==> config.mk <==
export PLATFORM = sky130hd
export DESIGN_NAME = shift_rows_pipe
export DESIGN_NICKNAME = d
export VERILOG_FILES = /design/src/rtl/shift_rows_pipe.sv
export SDC_FILE = /design/constraint.sdc
export NUM_CORES = 1
export LEC_CHECK = 0
export BUFFER_PORTS_ARGS = -buffer_cell sky130_fd_sc_hd__buf_4
export CAP_MARGIN = 20
export CORE_ASPECT_RATIO = 1.75
export CORE_MARGIN = 8
export CORE_UTILIZATION = 50
export CTS_BUF_LIST = sky130_fd_sc_hd__clkbuf_4 sky130_fd_sc_hd__clkbuf_8
export DETAILED_ROUTE_END_ITERATION = 16
export PLACE_DENSITY = 0.75
export SYNTH_ARGS = -nofsm -noshare
export SYNTH_HDL_FRONTEND = slang
export SYNTH_SLANG_ARGS = --single-unit
export TNS_END_PERCENT = 30
==> constraint.sdc <==
create_clock -name clk -period 6.8 [get_ports clk]
set_clock_uncertainty 0.05 [all_clocks]
set_input_delay 0.34 -clock clk [delete_from_list [all_inputs] [get_ports clk]]
set_output_delay 0.34 -clock clk [all_outputs]
set_load 0.03 [all_outputs]
==> src/rtl/shift_rows_pipe.sv <==
// shift_rows_pipe: two-stage pipelined Rijndael ShiftRows / InvShiftRows with valid/ready.
// Nb = 4, 6 or 8 columns; the mode bit travels with each block through S1.
// Optional build macro SHIFT_ROWS_PARITY_EN adds a sticky byte-XOR invariant check on S2
// and the parity_err port.
module shift_rows_pipe #(
    parameter int unsigned NB = 4,
    parameter int unsigned W  = 32 * NB
) (
    input  logic         clk,
    input  logic         rst,
    input  logic         in_valid,
    output logic         in_ready,
    input  logic         in_inv,
    input  logic [W-1:0] input_data,
    output logic         out_valid,
    input  logic         out_ready,
    output logic [W-1:0] output_data,
    output logic         busy
`ifdef SHIFT_ROWS_PARITY_EN
    ,
    output logic         parity_err
`endif
);

    if (!(NB == 4 || NB == 6 || NB == 8)) begin : g_bad_nb
        $error("shift_rows_pipe: NB must be 4, 6 or 8");
    end
    if (W != 32 * NB) begin : g_bad_w
        $error("shift_rows_pipe: W is derived from NB and must not be overridden");
    end

    // Row shift offsets; Nb = 8 uses the wider {0,1,3,4} schedule.
    function automatic int unsigned row_shift(input int unsigned r);
        case (r)
            0:       row_shift = 0;
            1:       row_shift = 1;
            2:       row_shift = (NB == 8) ? 3 : 2;
            default: row_shift = (NB == 8) ? 4 : 3;
        endcase
    endfunction

    // MSB index of byte s[r][c]; column-major, first byte in the top bits.
    function automatic int unsigned byte_msb(input int unsigned r, input int unsigned c);
        byte_msb = W - 1 - 8 * (4 * c + r);
    endfunction

    logic         v1_q, v1_d;
    logic         v2_q, v2_d;
    logic         inv1_q, inv1_d;
    logic [W-1:0] data1_q, data1_d;
    logic [W-1:0] data2_q, data2_d;
    logic [W-1:0] perm_fwd, perm_inv, perm;
    logic         adv1, adv2;

    // Both permutations are pure wiring; the captured mode bit picks one.
    always_comb begin
        perm_fwd = '0;
        perm_inv = '0;
        for (int unsigned c = 0; c < NB; c++) begin
            for (int unsigned r = 0; r < 4; r++) begin
                perm_fwd[byte_msb(r, c) -: 8] =
                    data1_q[byte_msb(r, (c + row_shift(r)) % NB) -: 8];
                perm_inv[byte_msb(r, c) -: 8] =
                    data1_q[byte_msb(r, (c + NB - row_shift(r)) % NB) -: 8];
            end
        end
        perm = inv1_q ? perm_inv : perm_fwd;
    end

    // Handshake and stage next-state: S2 drains/refills first, S1 follows when S2 can take it.
    always_comb begin
        adv2    = !v2_q || out_ready;
        adv1    = !v1_q || adv2;

        v2_d    = v2_q;
        data2_d = data2_q;
        if (adv2) begin
            v2_d = v1_q;
            if (v1_q) begin
                data2_d = perm;
            end
        end

        v1_d    = v1_q;
        data1_d = data1_q;
        inv1_d  = inv1_q;
        if (adv1) begin
            v1_d = in_valid;
            if (in_valid) begin
                data1_d = input_data;
                inv1_d  = in_inv;
            end
        end
    end

    // Pipeline registers; reset discards any blocks in flight.
    always_ff @(posedge clk or posedge rst) begin
        if (rst) begin
            v1_q    <= 1'b0;
            v2_q    <= 1'b0;
            inv1_q  <= 1'b0;
            data1_q <= '0;
            data2_q <= '0;
        end else begin
            v1_q    <= v1_d;
            v2_q    <= v2_d;
            inv1_q  <= inv1_d;
            data1_q <= data1_d;
            data2_q <= data2_d;
        end
    end

    assign in_ready    = adv1;
    assign out_valid   = v2_q;
    assign output_data = data2_q;
    assign busy        = v1_q | v2_q;

`ifdef SHIFT_ROWS_PARITY_EN
    // A byte permutation preserves the XOR of all bytes, so S2 must match S1's XOR.
    function automatic logic [7:0] xor_bytes(input logic [W-1:0] d);
        logic [7:0] acc;
        acc = '0;
        for (int unsigned i = 0; i < W / 8; i++) begin
            acc ^= d[8 * i +: 8];
        end
        return acc;
    endfunction

    logic [7:0] p2_q, p2_d;
    logic       err_q, err_d;
    logic       par_mismatch;

    // Parity rides alongside S2; mismatch flags in the same cycle and latches until reset.
    always_comb begin
        p2_d = p2_q;
        if (adv2 && v1_q) begin
            p2_d = xor_bytes(data1_q);
        end
        par_mismatch = v2_q && (xor_bytes(data2_q) != p2_q);
        err_d        = err_q | par_mismatch;
    end

    // Parity and sticky error registers.
    always_ff @(posedge clk or posedge rst) begin
        if (rst) begin
            p2_q  <= '0;
            err_q <= 1'b0;
        end else begin
            p2_q  <= p2_d;
            err_q <= err_d;
        end
    end

    assign parity_err = err_q | par_mismatch;
`endif

endmodule

==> impl_metrics.json <==
{
  "status": "complete, no violations",
  "cp.required_ns": 7.14,
  "post_cts_resized": 0,
  "first_pass_iters": 4,
  "syn_inst": 702,
  "fillCellCount": 1374,
  "numPortBuffers": 263,
  "synth_area_per_cell_um2": 14.8,
  "synth_top_cell_by_area": "dfrtp_1",
  "clk_pin_slew_ns": 0.07,
  "critPathKind": "flip-flop to flip-flop",
  "drive_above_1_share": 0.475,
  "gr-usage-met3": 0.0491,
  "cp_cell_sequence": "buf_4, and2_4, buf_4, mux2_2",
  "vias": 7116,
  "hold_path_depth": 2,
  "grt_use_total": 0.208,
  "grt_pass1_wl_um": 42700,
  "totalWireLength_um": 26900,
  "rr_worst_depth": 4,
  "area_delta_synth_final_pct": 39.0,
  "cts_buffers": 39,
  "h-tree-depth": 2,
  "initial_core_util": 0.504,
  "cts.sinks": 259,
  "use_met2": 0.375,
  "syn_nets": 835,
  "rsz0062_at_grt": "no",
  "grt_pass1_vias": 7825,
  "drc": 0,
  "cts-root-buf": "clkbuf_8",
  "fmax_mhz": 290,
  "num_rows": 70,
  "comb_power_share": 0.298,
  "yosysUniqueCellTypes": 16,
  "setup_tns_ns": 0,
  "seq_power_share": 0.436,
  "pre_cts_ws_ns": 3.39,
  "hold_violations": 0,
  "clock_power_share": 0.266,
  "period_needed_ns": 3.44,
  "die_x_um": 125,
  "dp_hpwl_um": 17000,
  "ios": 264,
  "synth_area_leaders": "dfrtp_1 (62%), mux2_2 (17%), a21oi_1 (6.2%)",
  "p_sw_mw": 1.57,
  "ys_ff_latch": 259,
  "ys_warn_count": 0,
  "critical_path.max_fanout": 65,
  "post_cts_buffers": 0,
  "min_period_over_period": 0.506,
  "internal_power_mw": 3.22,
  "ctsHoldBuffers": 119,
  "wire_per_inst_um": 19.7,
  "cap_violations": 0,
  "syn-cell-area_um2": 10400,
  "critPathBufInv": 2,
  "cp.depth": 4,
  "fp.dieArea_um2": 25900,
  "finalWorstSetupSlack_ns": 3.36,
  "grtUsageMet1": 0.220,
  "dieHeight_um": 207,
  "cp-end-kind": "flip-flop",
  "gr-total-overflow": 0,
  "busiest_layer": "met2",
  "maxSlewViolCount": 0,
  "critPathMostFrequentCell": "buf_4",
  "finalPower_mw": 4.80,
  "core-area_um2": 20700,
  "ys_seq_area_frac": 0.623,
  "ant_nets": 0,
  "gp_congestion": 0.771,
  "tightest_slew_ns": 1.13,
  "max_slew_margin": 0.247,
  "drt_iter0_markers": 423,
  "clockBufferDepth": 3,
  "power.density_nw_per_um2": 331,
  "clkLatencyLatePin_ns": 0.51,
  "swShare": 0.328,
  "finalSetupViolCount": 0,
  "vdd_drop_max_mv": 0.275,
  "cts_tree": "built",
  "start_kind": "flip-flop",
  "vias_per_cell": 5.23,
  "grt_antenna_before_repair": 1,
  "synth_top_area_share": 0.623,
  "p_leak_nw": 6.68,
  "nets": 1216,
  "grt_max_degree": 186,
  "max_stage_delay_ns": 0.88,
  "crit_family": "buffers and inverters",
  "critical-path-slowest-cell": "and2_4",
  "worstHoldPathType": "input port to flip-flop",
  "crit_arrival_ns": 3.78
}
per-layer routing:
layer  wire length (um)  up-vias
li1                   -     3273
met1               9530     3559
met2              14700      221
met3               1440       63
met4               1200        0
met5                  0        -
final timing paths:
check                                  end           start  slack (ns)
max reg2reg                output_data[74]            v1_q        3.36
min reg2reg                    data1_q[92]     data1_q[92]        0.44
max                        output_data[74]            v1_q        3.36
min in group asynchronous     data1_q[125]             rst        0.25
max in group asynchronous      data1_q[49]             rst        5.17
min                            data1_q[61]  input_data[61]        0.03
cells in the mapped netlist (all sizes together):
master / count
nand2b: 3
and2: 1
mux2: 193
nand3b: 1
a21oi: 128
clkbuf: 13
nand2: 2
mux2i: 64
inv: 1
buf: 36
or2: 1
dfrtp: 259
registers in the layout (all words and copies together) (netlist names):
| name | cells |
|---|---|
| data1_q | 128 |
| inv1_q | 1 |
| out_valid | 1 |
| output_data | 128 |
| v1_q | 1 |
cell usage in the layout, fill, tap and decap left out, types with 2 or more instances in the layout:
master	count
nand2b_1	2
clkbuf_8	49
clkinv_2	3
a21oi_1	128
mux2_2	154
dfrtp_1	257
mux2i_1	64
clkbuf_4	13
mux2_1	9
dlygate4sd3_1	120
buf_4	268
mux2_4	30
final cells by class:
type / count / area, um2 / area share
clock inverter: 3 / 15.0 / 0.00104
tap: 252 / 315 / 0.0218
antenna: 1 / 2.50 / 0.000173
timing repair buffer: 389 / 3230 / 0.223
clock buffer: 62 / 772 / 0.0534
inverter: 1 / 7.51 / 0.000519
sequential: 259 / 6490 / 0.448
multi-input combinational: 393 / 3640 / 0.251
power by group through the flow:
stage | Sequential, mW | Clock [mW] | Combinational [mW]
floorplan | 2.43 | 0 | 0.504
global placement | 2.10 | 0 | 1.36
detailed placement | 2.11 | 0 | 1.38
CTS | 2.09 | 1.32 | 1.44
global route | 2.13 | 1.38 | 1.52
finish | 2.09 | 1.28 | 1.43
worst reg2reg max path, stage by stage (launching register included):
cell	delay, ns
dfrtp_2	0.65
buf_4	0.52
and2_4	0.91
buf_4	0.73
mux2_2	0.47
stage by stage:
step | hold slack, ns | std cells | utilization | cell area [um2]
2_1_floorplan | 0.398 | 702 | - | 10400
6_report | 0.0294 | 1360 | 0.700 | 14500
5_1_grt | 0.00506 | 1360 | 0.700 | 14500
4_1_cts | 0.00121 | 1358 | 0.699 | 14500
3_3_place_gp | 0.215 | 1174 | 0.604 | 12500
3_5_place_dp | 0.221 | 1174 | 0.604 | 12500
cells by family (layout without fill, tap and decap cells):
kind of cell	count (synthesis)	count (layout)	synth area share
DFF	259	259	0.623
muxes	257	257	0.281
AOI/OAI and AO/OA	128	128	0.0615
buffers and inverters	50	455	0.0288
and+or+nand+nor	8	8	0.00589
other	0	1	0
Note: power is estimated with default switching activity, not from simulation.
